`config.mk`:
```
export PLATFORM = sky130hd
export DESIGN_NAME = memory_controller_q
export DESIGN_NICKNAME = d
export VERILOG_FILES = /design/src/rtl/memory_controller_q.sv
export SDC_FILE = /design/constraint.sdc
export NUM_CORES = 1
export LEC_CHECK = 0
export CORE_MARGIN = 5
export CORE_UTILIZATION = 45
export DETAILED_ROUTE_END_ITERATION = 7
export GPL_TIMING_DRIVEN = 0
export PLACE_DENSITY = 0.74
export SLEW_MARGIN = 20
export SYNTH_ARGS = -nofsm -noshare
export SYNTH_HDL_FRONTEND = slang
export SYNTH_SLANG_ARGS = --single-unit
```
`constraint.sdc`:
```
create_clock -name clk -period 7.4 [get_ports clk]
set_clock_uncertainty 0.1 [all_clocks]
set_input_delay 1.48 -clock clk [delete_from_list [all_inputs] [get_ports clk]]
set_output_delay 1.48 -clock clk [all_outputs]
set_load 0.1 [all_outputs]
```
`src/rtl/memory_controller_q.sv`:
```
// In-order load/store queue feeding a single data-memory port; stores wait for the ROB
// commit point, misaligned accesses are reported without touching memory.
package memory_controller_q_pkg;
    localparam int ROB_ID_W = 5;

    typedef struct packed {
        logic                valid;
        logic                mem_inst;
        logic                l_s;
        logic [2:0]          funct3;
        logic [31:0]         rs1_v;
        logic [31:0]         rs2_v;
        logic [31:0]         ls_imm;
        logic [ROB_ID_W-1:0] rob_id_dest;
    } ls_q_entry;

    typedef struct packed {
        logic                ready;
        logic [ROB_ID_W-1:0] rob_id;
        logic [31:0]         rd_data;
    } mem_rob_data_bus;

    typedef enum logic [2:0] {
        IDLE,
        STORE_WAIT,
        REQ,
        RESP_WAIT,
        DRAIN
    } mc_state_e;
endpackage

module memory_controller_q
    import memory_controller_q_pkg::*;
#(
    parameter int ROB_DEPTH_BITS = ROB_ID_W,
    parameter int QUEUE_DEPTH    = 4
) (
    input  logic                      clk,
    input  logic                      rst_n,
    input  ls_q_entry                 ls_q_in1,
    output logic                      ls_q_ready,
    input  logic [ROB_DEPTH_BITS-1:0] rob_head,
    input  logic                      flush,
    output mem_rob_data_bus           mem_rob_data_o,
    output logic                      misaligned_o,
    output logic [31:0]               dmem_addr,
    output logic [3:0]                dmem_rmask,
    output logic [3:0]                dmem_wmask,
    output logic [31:0]               dmem_wdata,
    input  logic [31:0]               dmem_rdata,
    input  logic                      dmem_resp,
    output logic                      in_flight_mem
);
    localparam int IDX_W = $clog2(QUEUE_DEPTH);
    localparam int PTR_W = IDX_W + 1;

    typedef struct packed {
        logic                l_s;
        logic [2:0]          funct3;
        logic [31:0]         rs1_v;
        logic [31:0]         rs2_v;
        logic [31:0]         ls_imm;
        logic [ROB_ID_W-1:0] rob_id;
    } q_entry_t;

    q_entry_t            r_queue [QUEUE_DEPTH];
    logic [PTR_W-1:0]    r_wr_ptr;
    logic [PTR_W-1:0]    r_rd_ptr;
    mc_state_e           r_state;
    logic [31:0]         r_dmem_addr;
    logic [31:0]         r_dmem_wdata;
    logic [3:0]          r_dmem_rmask;
    logic [3:0]          r_dmem_wmask;

    q_entry_t            w_head;
    logic                w_empty;
    logic                w_full;
    logic                w_push;
    logic                w_pop;
    logic                w_misaligned;
    logic                w_rob_match;
    logic                w_go_req;
    logic [31:0]         w_addr;
    logic [1:0]          w_off;
    logic [1:0]          w_size;
    logic [3:0]          w_mask;
    logic [31:0]         w_store_data;
    logic [31:0]         w_lane;
    logic [31:0]         w_load_data;
    logic                w_wb_ready;
    logic                w_wb_mis;
    logic [ROB_ID_W-1:0] w_wb_rob_id;
    logic [31:0]         w_wb_data;

    assign w_head  = r_queue[r_rd_ptr[IDX_W-1:0]];
    assign w_empty = (r_wr_ptr == r_rd_ptr);
    assign w_full  = (r_wr_ptr[IDX_W-1:0] == r_rd_ptr[IDX_W-1:0]) &&
                     (r_wr_ptr[IDX_W] != r_rd_ptr[IDX_W]);
    assign w_push  = ls_q_in1.valid && ls_q_in1.mem_inst && !w_full && !flush;

    assign w_addr       = w_head.rs1_v + w_head.ls_imm;
    assign w_off        = w_addr[1:0];
    assign w_size       = w_head.funct3[1:0];
    assign w_misaligned = ((w_size == 2'b01) && w_off[0]) || (w_size[1] && (w_off != 2'b00));
    assign w_rob_match  = (rob_head == w_head.rob_id);
    // Decided one cycle ahead so the dmem request comes straight out of registers in REQ.
    assign w_go_req     = !flush && !w_empty && !w_misaligned &&
                          (((r_state == IDLE) && w_head.l_s) ||
                           ((r_state == STORE_WAIT) && w_rob_match));
    assign w_lane       = dmem_rdata >> {w_off, 3'b000};

    // NOTE: every signal assigned in an always_comb gets a default first, so no path can infer a latch.
    always_comb begin
        w_mask       = 4'b1111;
        w_store_data = w_head.rs2_v;
        w_load_data  = w_lane;
        case (w_size)
            2'b00: begin
                w_mask       = 4'b0001 << w_off;
                w_store_data = {24'b0, w_head.rs2_v[7:0]} << {w_off, 3'b000};
                w_load_data  = w_head.funct3[2] ? {24'b0, w_lane[7:0]}
                                                : {{24{w_lane[7]}}, w_lane[7:0]};
            end
            2'b01: begin
                w_mask       = 4'b0011 << w_off;
                w_store_data = {16'b0, w_head.rs2_v[15:0]} << {w_off, 3'b000};
                w_load_data  = w_head.funct3[2] ? {16'b0, w_lane[15:0]}
                                                : {{16{w_lane[15]}}, w_lane[15:0]};
            end
            default: ;
        endcase
    end

    always_comb begin
        w_wb_ready  = 1'b0;
        w_wb_mis    = 1'b0;
        w_wb_rob_id = '0;
        w_wb_data   = '0;
        if (!flush) begin
            if ((r_state == IDLE) && !w_empty && w_misaligned) begin
                w_wb_ready  = 1'b1;
                w_wb_mis    = 1'b1;
                w_wb_rob_id = w_head.rob_id;
                w_wb_data   = w_addr;
            end else if ((r_state == RESP_WAIT) && dmem_resp) begin
                w_wb_ready  = 1'b1;
                w_wb_rob_id = w_head.rob_id;
                w_wb_data   = w_head.l_s ? w_load_data : 32'b0;
            end
        end
    end

    assign w_pop = w_wb_ready;

    // NOTE: queue storage has no reset; the pointers alone define which slots hold valid entries.
    always_ff @(posedge clk) begin
        if (w_push) begin
            r_queue[r_wr_ptr[IDX_W-1:0]] <= '{l_s:    ls_q_in1.l_s,
                                              funct3: ls_q_in1.funct3,
                                              rs1_v:  ls_q_in1.rs1_v,
                                              rs2_v:  ls_q_in1.rs2_v,
                                              ls_imm: ls_q_in1.ls_imm,
                                              rob_id: ls_q_in1.rob_id_dest};
        end
    end

    // NOTE: sequential state is written with non-blocking assignments only.
    always_ff @(posedge clk) begin
        if (!rst_n) begin
            r_state      <= IDLE;
            r_wr_ptr     <= '0;
            r_rd_ptr     <= '0;
            r_dmem_addr  <= '0;
            r_dmem_rmask <= '0;
            r_dmem_wmask <= '0;
            r_dmem_wdata <= '0;
        end else begin
            r_dmem_addr  <= w_go_req ? {w_addr[31:2], 2'b00} : '0;
            r_dmem_rmask <= (w_go_req && w_head.l_s) ? w_mask : '0;
            r_dmem_wmask <= (w_go_req && !w_head.l_s) ? w_mask : '0;
            r_dmem_wdata <= (w_go_req && !w_head.l_s) ? w_store_data : '0;
            if (flush) begin
                r_wr_ptr <= '0;
                r_rd_ptr <= '0;
                // An outstanding memory response must still be absorbed before new work issues.
                if (((r_state == RESP_WAIT) || (r_state == DRAIN)) && !dmem_resp) begin
                    r_state <= DRAIN;
                end else begin
                    r_state <= IDLE;
                end
            end else begin
                if (w_push) r_wr_ptr <= r_wr_ptr + PTR_W'(1);
                if (w_pop)  r_rd_ptr <= r_rd_ptr + PTR_W'(1);
                case (r_state)
                    IDLE: begin
                        if (!w_empty && !w_misaligned) r_state <= w_head.l_s ? REQ : STORE_WAIT;
                    end
                    STORE_WAIT: if (w_rob_match) r_state <= REQ;
                    REQ:        r_state <= RESP_WAIT;
                    RESP_WAIT,
                    DRAIN:      if (dmem_resp) r_state <= IDLE;
                    default:    r_state <= IDLE;
                endcase
            end
        end
    end

    assign ls_q_ready     = !w_full;
    assign in_flight_mem  = !w_empty || (r_state != IDLE);
    assign mem_rob_data_o = '{ready: w_wb_ready, rob_id: w_wb_rob_id, rd_data: w_wb_data};
    assign misaligned_o   = w_wb_mis;
    assign dmem_addr      = r_dmem_addr;
    assign dmem_rmask     = r_dmem_rmask;
    assign dmem_wmask     = r_dmem_wmask;
    assign dmem_wdata     = r_dmem_wdata;
endmodule

```
* After elaboration in Yosys (flattened, before gate mapping) *
Memory sizes are Yosys's and may differ from the RTL's. A register that Yosys moved wholly into a read port is not among the register bits.
Cells that the tools add are included.

cells by class
  add/subtract/negate cells = 3
  equality and inequality tests = 12
  shifts and indexed selects = 5
  multiplexer cells = 28
  bitwise operators = 1
  reductions and logical operators = 38

operators by type and width
  cell                 number
  $mux 32              6
  $pmux 32 s2          2
  $add 32x32->32       1
  $shl 16x5->32        1
  $shl 8x5->32         1
  $shr 32x5->32        1
  $logic_and 1x1->1    18
  $mux 3               5
  $mux 5               3
  $pmux 3 s4           1
  $pmux 4 s2           1
  $mux 1               7
  $add 3x1->3 const B  2
  $eq 3x2->1 const B   2
  $logic_not 1->1      6
  $mux 2               3
  $ne 3x3->1 const B   2
  $reduce_and 2->1     3
  $eq 5x5->1           1
  $logic_or 1x1->1     4
  $reduce_or 2->1      2
  $shl 1x2->4 const A  1
  $shl 2x2->4 const A  1
  $eq 3x1->1 const B   1
  other kinds (12)     12

storage, ports and cells
  register bits = 81
  bits in writable memories = 420
  input bits = 148
  word-level logic and storage cells = 96
  memories = 1

memories
  name     depth  width  rd ports  clocked after Yosys merged registers in  wr ports  line  source
  r_queue  4      105    1         1                                        1         66    q_entry_t r_queue [QUEUE_DEPTH];

* Depth between registers and ports, before layout *
  depth in word-level cells = 9
  mapped depth = 16
  gate-level depth less buffers = 10

* Least setup slack after synthesis *
Ideal clock, no wire load.

  kind = reg-to-output
  from = reg with a tool-made name
  to = out mem_rob_data_o[30] (netlist name)
  arrival = 7.309 ns
  required time = 5.820 ns
  slack = -1.489 ns
  stages on the path, launching flop included = 13
  path buffers = 6
  cell sequence = dfxtp_1 > clkbuf_1 > buf_2 > buf_1 > buf_1 > buf_1 > mux4_2 > fa_1 > clkbuf_1 > a21oi_1 > nor4b_2 > nand2b_1 > o311ai_0

RTL lines
  what           line  source
  end, declared  44    output mem_rob_data_bus mem_rob_data_o,

==> impl_metrics.json <==
{
  "core_area_um2": 45600,
  "slowest_delay_ps": 640,
  "crit_fanout": 19,
  "grt_first_pass_wirelength_um": 80700,
  "post-route-period-util_pct": 97.1,
  "fmax_ghz": 0.139,
  "htreeDepth": 2,
  "cp_slowest_cell": "o31ai_1",
  "maxSlewHeadroom_pct": 23.4,
  "drt_first_pass_iters": 5,
  "clockBufferDepth": 3,
  "drc": 0,
  "start_util_pct": 45.7,
  "antenna_left": 0,
  "synth_seq_cells": 501,
  "tightestPinTransition_ps": 1150,
  "place.gp.congestion": 0.935,
  "layout_min_cycle_time_ps": 7180,
  "drt_iter0_markers": 1336,
  "critical_path.cell_chain": "buf_6 -> buf_4 -> buf_2 -> mux4_2 -> ha_1 -> a211oi_1 -> o211ai_1 -> a21oi_1 -> o31a_1 -> o31ai_1 -> a21oi_1 -> o311ai_1 -> buf_2",
  "status": "completed",
  "yosysUniqueCellTypes": 71,
  "p_per_area_nw_per_um2": 227,
  "postCtsSetupBuffers": 0,
  "dp_slack_ps": -1880,
  "setup_viol": 0,
  "nets": 1780,
  "path_clk_slew_ps": 70,
  "num-fill-cells": 3529,
  "numClockSinks": 501,
  "ioPinCount": 261,
  "synth_area_per_cell_um2": 16.3,
  "finalPower_uw": 5900,
  "utilization_pct": 57.1,
  "grt_util_all_layers_pct": 21.1,
  "post-place-cells": 2149,
  "hold_viol_final": 0,
  "routed_wl_um": 54900,
  "die_h_um": 225,
  "vias_per_cell": 5.75,
  "wire_per_inst_um": 24.5,
  "worstSetupEndpointType": "primary output",
  "startpoint_type": "flip-flop",
  "vias": 12900,
  "grt_pass1_vias": 12900,
  "clk_latency_ps": 590,
  "yosysWarnings": 0,
  "dieArea_um2": 50700,
  "cp.required_ps": 5820,
  "hpwl_um": 39800,
  "synth_edf_count": 420,
  "numPortBuffers": 258,
  "antenna_found_initial": 10,
  "areaGrowthSynthToFinish_pct": 24.8,
  "ir_worst_vdd_uv": 201,
  "synthCells": 1282,
  "synth_area_um2": 20800,
  "cp_num_buf_inv": 4,
  "critPathArrivalTime_ps": 5600,
  "maxSlewViolCount": 0,
  "cts_buffers": 49,
  "maxCapViolations": 0,
  "synth_seq_area_share_pct": 68.3,
  "cts_root_buf": "clkbuf_16",
  "ys.flop_type": "edfxtp_1",
  "ys_async_sr_fraction_pct": 0,
  "die_width_um": 225,
  "cellLeakagePower_uw": 0.00866,
  "rows": 78,
  "rsz0062_at_grt": "false",
  "grt_start_max_net_pins": 41,
  "holdCritPathClass": "reg -> reg",
  "fin_cells": 2240,
  "worstSetupPathType": "reg -> out",
  "final_layout_size_suffix_gt1_share_pct": 16.4,
  "overflow": 0,
  "cts_tree": "yes",
  "finalSetupTns_ps": 0,
  "crit_family": "compound AO/OA/AOI/OAI gates",
  "layout_setup_ws_ps": 216
}
## layer usage
metal | track usage [%] | share of wire [%] | up-vias
li1 | - | - | 5725
met5 | 0 | 0.13 | -
met4 | 6.87 | 3.2 | 12
met3 | 6.04 | 9.4 | 115
met1 | 28.5 | 40 | 6424
met2 | 33.5 | 48 | 597
## final timing paths
path	cells past startpoint	from	slack, ps	to
setup / recovery	13	flip-flop	220	mem_rob_data_o[30]
hold reg to reg	1	r_state[0]	430	r_state[1]
setup reg to reg	12	flip-flop	2790	dmem_addr[30]
hold / removal	1	r_state[0]	430	r_state[1]
## where the power goes
group / switching, uW / internal (uW)
clock: 1040 / 1390
combinational: 228 / 166
sequential: 4.79 / 3080
total: 1270 / 4630
## state kept, by name, indices dropped and copies added, names as in the netlist, named ones only
signal      flops
r_queue       420
dmem_wdata     32
dmem_addr      30
dmem_rmask      4
dmem_wmask      4
r_rd_ptr        3
r_state         3
r_wr_ptr        3
## placed cells by master, fill, tap and decap left out, types with 25 or more instances in the layout
cell type,n
clkbuf_1,44
o21ai_0,47
nand2_1,52
a21oi_1,51
clkdlybuf4s50_1,224
mux4_2,104
nor2_1,91
a22oi_1,25
clkbuf_16,49
ha_1,36
dfxtp_1,80
edfxtp_1,420
xnor2_1,28
## synth_stat cells (22+ instances only)
library cell | n | area share (%)
dfxtp_1 | 81 | 7.8
o21ai_0 | 49 | 1.2
mux2i_1 | 22 | 1.1
nor2_1 | 91 | 1.6
xnor2_1 | 28 | 1.2
ha_1 | 36 | 2.2
edfxtp_1 | 420 | 60
a22oi_1 | 25 | 0.90
mux4_2 | 104 | 11
a21oi_1 | 52 | 1.2
clkbuf_1 | 39 | 0.70
nand2_1 | 52 | 0.94
inv_1 | 24 | 0.43
## final cells by class
class | instances | area (um2) | share of cell area, %
clock inverter | 27 | 256 | 0.986
multi-input combinational | 692 | 6330 | 24.3
sequential | 501 | 14200 | 54.7
buffer | 61 | 297 | 1.14
antenna | 4 | 10.0 | 0.0385
timing repair buffer | 266 | 2720 | 10.5
clock buffer | 65 | 1340 | 5.13
inverter | 24 | 90.1 | 0.346
tap | 600 | 751 | 2.88
## worst register-to-register path: stages (launching register included)
cell	delay, ps
dfxtp_2	460
buf_6	290
buf_4	310
buf_2	320
mux4_2	370
ha_1	390
a211oi_1	130
o211ai_1	510
a21oi_1	210
o31a_1	370
o31ai_1	640
a21oi_1	180
o31ai_1	240
## stage by stage
| step | hold slack, ps | instance area [um2] |
|---|---|---|
| finish | 432 | 26000 |
| global route | 461 | 26000 |
| CTS | 433 | 26000 |
| detailed placement | 413 | 24400 |
| global placement | 402 | 24200 |
| floorplan | 367 | 20900 |
## what timing repair did
action	in CTS	in global routing
hold buffers	0	0
endpoints found under the setup margin	39	23
resized for setup	128	12
## cells by family (layout without fill, tap and decap cells)
logic type	count (synthesis)	in the layout	share of synthesized area, %
flip-flops	501	501	68.3
XOR/XNOR	41	41	1.72
buffers and inverters	90	443	1.85
AND/OR/NAND/NOR	251	251	5.98
other	1	6	0.0180
AO/OA/AOI/OAI	225	225	7.08
adder cells (fa/ha/maj)	37	37	2.26
multiplexers	136	136	12.8
Power figures use the tool's default switching activity.
==> RTL edit 1 (same settings) <==
Re-encode `mc_state_e` (5 states) as one-hot, 5 bits wide.
--- a/src/rtl/memory_controller_q.sv
+++ b/src/rtl/memory_controller_q.sv
@@ -21,10 +21,10 @@
     } mem_rob_data_bus;
 
-    typedef enum logic [2:0] {
-        IDLE,
-        STORE_WAIT,
-        REQ,
-        RESP_WAIT,
-        DRAIN
+    typedef enum logic [4:0] {
+        IDLE       = 5'b00001,
+        STORE_WAIT = 5'b00010,
+        REQ        = 5'b00100,
+        RESP_WAIT  = 5'b01000,
+        DRAIN      = 5'b10000
     } mc_state_e;
 endpackage
Function: no difference found for any inputs over 4 cycles, from zero or initial values and one cycle with rst_n low; so few cycles prove little.
==> RTL edit 1 against the original RTL <==
Power rose by 3.7%. Routed wire length shrank 2.6%. Cell count shrank 1.7%. Final area down 0.36%. Sequential cell count increased by 2. Synthesized area down 0.70%. First-iteration DRC count fell by 3.3%. Worst setup slack improved by 79 ps.
==> RTL edit 1: results <==
status:
  status: "completed"
grt:
  use_met2_pct: 33.6
  use_met3_pct: 4.88
  grt_pass1_wl_mm: 79.6
  antenna_found_initial: 16
  track_usage_pct: 20.9
  gr-usage-met1_pct: 28.4
  grt_pass1_vias: 12800
  grt_max_degree: 47
placement:
  post-place-ws_ps: -1220
  place_inst: 2107
  gp_congestion: 0.880
  place_hpwl_mm: 38.5
routing:
  drt_iter0_drc: 1292
  wire_per_inst_um: 24.3
  vias_per_cell: 5.66
  m1WireLength_mm: 21.7
  wl_met3_mm: 4.67
  route.met2.wl_mm: 25.5
layout:
  fillCellCount: 3537
  layout.nonclk_buf_share_pct: 11.6
  signal_buffers: 319
  num-multi-input-gates: 667
  inverters: 14
  diodes: 6
  fin_nets: 1740
  drive_above_1_share_pct: 16.2
  multi_input_area_share_pct: 23.6
  final_cell_count_no_fill: 2201
  clock_area_share_pct: 6.59
  clock_buffers: 67
  design.seq.count: 503
  seq_share_pct: 55.0
critical_path:
  arrival_ps: 5520
  crit_slowest_cell: "clkdlybuf4s50_1"
  critPathTopFamily: "buffers and inverters"
  crit_path_max_incr_delay_ps: 1200
power:
  switchingPower_uw: 1270
  max-vdd-ir-drop_mv: 0.173
  powerClk_uw: 2620
  finalPower_uw: 6120
  leakagePower_uw: 0.00876
yosys:
  ys_top_cells_by_area: "edfxtp_1, mux4_2, dfxtp_1"
  synth_cell_types: 77
  synth-xor-area-share_pct: 1.73
  synth-compound-area-share_pct: 6.94
  muxShareOfSynthArea_pct: 12.6
  synth_common_cells: "edfxtp_1, mux4_2, nor2_1"
  seq_area_frac_synth_pct: 68.9
  synth_fa_ha_area_share_pct: 2.27
clock_network:
  post-cts-setup-buffer-count: 0
  htreeDepth: 2
worst_hold_path:
  hp-start: "r_wr_ptr[2]$_SDFFE_PP0P_"
timing:
  max-slew-margin-rel_pct: 28.9
RTL edit 1: per-stage QoR:
stage          hold slack (ps)  TNS [ps]  util [%]  area, um^2
2_1_floorplan              398         0         -       20700
6_report                   446         0      57.0       25900
3_5_place_dp               423    -29660      53.4       24300
4_1_cts                    450         0      57.0       25900
3_3_place_gp               419   -154770      52.9       24000
5_1_grt                    479         0      57.0       25900
RTL edit 1: repair_timing:
item | 4_1_cts | 5_1_grt
setup endpoints to repair | 39 | 28
pin swaps | 0 | 0
gates resized for setup | 114 | 25
cloned | 0 | 0
RTL edit 1: worst paths after layout:
check | slack [ps] | cells past startpoint | to
setup / recovery | 300 | 11 | mem_rob_data_o[0]
hold / removal | 450 | 2 | r_wr_ptr[2]$_SDFFE_PP0P_
setup reg to reg | 2650 | 13 | dmem_addr[18]$_SDFF_PN0_
hold reg to reg | 450 | 2 | r_wr_ptr[2]$_SDFFE_PP0P_
==> RTL edit 2 (same flow settings) <==
Made on the original files. Set the parameter `QUEUE_DEPTH` to 8 (it was 4).
--- a/src/rtl/memory_controller_q.sv
+++ b/src/rtl/memory_controller_q.sv
@@ -34,5 +34,5 @@
 #(
     parameter int ROB_DEPTH_BITS = ROB_ID_W,
-    parameter int QUEUE_DEPTH    = 4
+    parameter int QUEUE_DEPTH    = 8
 ) (
     input  logic                      clk,
Function: same outputs for any inputs over 4 cycles, from zero or initial values and one cycle with rst_n low; that may be too few to reach the edited logic, so the function may still have changed.
==> RTL edit 2 against the original RTL <==
Sequential power rose by 85%. Power rose by 83%. Final area rose by 76%. Synthesized area rose by 79%. Non-clock buffer count rose by 98. Sequential cell count rose by 423. Worst setup slack got worse by 64 ps. Routed wire length rose by 86%. Largest cell class unchanged. Largest power group unchanged.
==> RTL edit 2: results <==
power:
  powerDensity_nw_per_um2: 235
  powerClk_uw: 4580
  max-vdd-ir-drop_mv: 0.165
  switchingPower_uw: 2290
  p_comb_share_pct: 4.7
  leakagePower_uw: 0.0152
grt:
  grt_pass1_wl_mm: 149
  track_usage_pct: 22.6
  grt_max_degree: 21
  gr-usage-met1_pct: 30.4
  antenna_found_initial: 23
  use_met2_pct: 34.5
  use_met3_pct: 7.79
routing:
  wire_per_inst_um: 27.7
  route.met2.wl_mm: 47.0
  drtPass1Iterations: 6
  m1WireLength_mm: 39.3
  drt_iter0_drc: 2688
  vias_per_cell: 5.92
  vias: 21900
  wl_met3_mm: 12.5
  top_layer_used: "met5"
placement:
  post-place-ws_ps: -3110
  place_hpwl_mm: 72.0
  place_area_um2: 42500
  place_inst: 3521
  gp_congestion: 0.924
critical_path:
  crit_path_max_incr_delay_ps: 500
  arrival_ps: 5670
  critPathTopFamily: "buffers and inverters"
  crit_slowest_cell: "fa_1"
timing:
  tightestPinTransition_ps: 1160
  hold_violations: 0
yosys:
  synth_common_cells: "edfxtp_1, nand2_1, mux4_2"
  ys_warn_count: 0
  synth_cell_types: 74
  seq_area_frac_synth_pct: 72.2
  ys_top_cells_by_area: "edfxtp_1, mux4_2, dfxtp_1"
  syn_inst: 2135
  synth_top_area_share_pct: 67.7
  synth_edf_count: 840
clock_network:
  numCtsBuffers: 93
  clkLatencyLatePin_ps: 660
  htreeDepth: 3
  clock_path_buffers: 3
layout:
  drive_above_1_share_pct: 22.8
  fin_nets: 2725
  largest_reg_flops: 840
status:
  status: "completed"
## RTL edit 2: cell count changes in the layout (fill, tap and decap cells not counted), moves of 20 or more
cell,unedited run,this run
edfxtp_1,420,840
buf_4,11,31
buf_6,3,25
nand2_1,52,311
mux4_2,104,199
clkbuf_16,49,98
## RTL edit 2: timing repair
action / 4_1_cts / 5_1_grt
gates cloned: 0 / 0
resized for setup: 319 / 46
pin swaps: 2 / 6
setup endpoints to repair: 45 / 39
endpoints found under the hold margin: 0 / 0
hold buffers: 0 / 0
buffers inserted: 2 / 5
## RTL edit 2: worst paths after layout
path	from	end	slack, ps	cells after the start
setup / recovery	flip-flop	mem_rob_data_o[18]	150	19
hold / removal	r_rd_ptr[3]$_SDFFE_PP0P_	r_rd_ptr[3]$_SDFFE_PP0P_	460	2
hold reg to reg	r_rd_ptr[3]$_SDFFE_PP0P_	r_rd_ptr[3]$_SDFFE_PP0P_	460	2
setup reg to reg	flip-flop	dmem_wdata[19]$_SDFF_PN0_	2330	18
## RTL edit 2: area by class of cell
cell class                      instances  area [um^2]
Tap cell                             1070         1340
Buffer                                103          693
Clock inverter                         48          388
Inverter                               13         53.8
Antenna cell                           12         30.0
Clock buffer                          124         2620
Multi-Input combinational cell       1086        10100
Fill cell                            6012        36200
Timing Repair Buffer                  322         3800
Sequential cell                       924        26900
## RTL edit 2: cells by family (layout without fill, tap and decap cells)
kind of cell / after synthesis / after routing / synth area share [%]
and+or+nand+nor: 519 / 519 / 5.95
other: 1 / 14 / 0.0101
AOI/OAI and AO/OA: 229 / 229 / 4.22
xor gates and xnor gates: 46 / 46 / 1.08
buffers and inverters: 126 / 610 / 1.58
muxes: 256 / 256 / 13.8
adders and majority gates: 34 / 34 / 1.16
DFF: 924 / 924 / 72.2
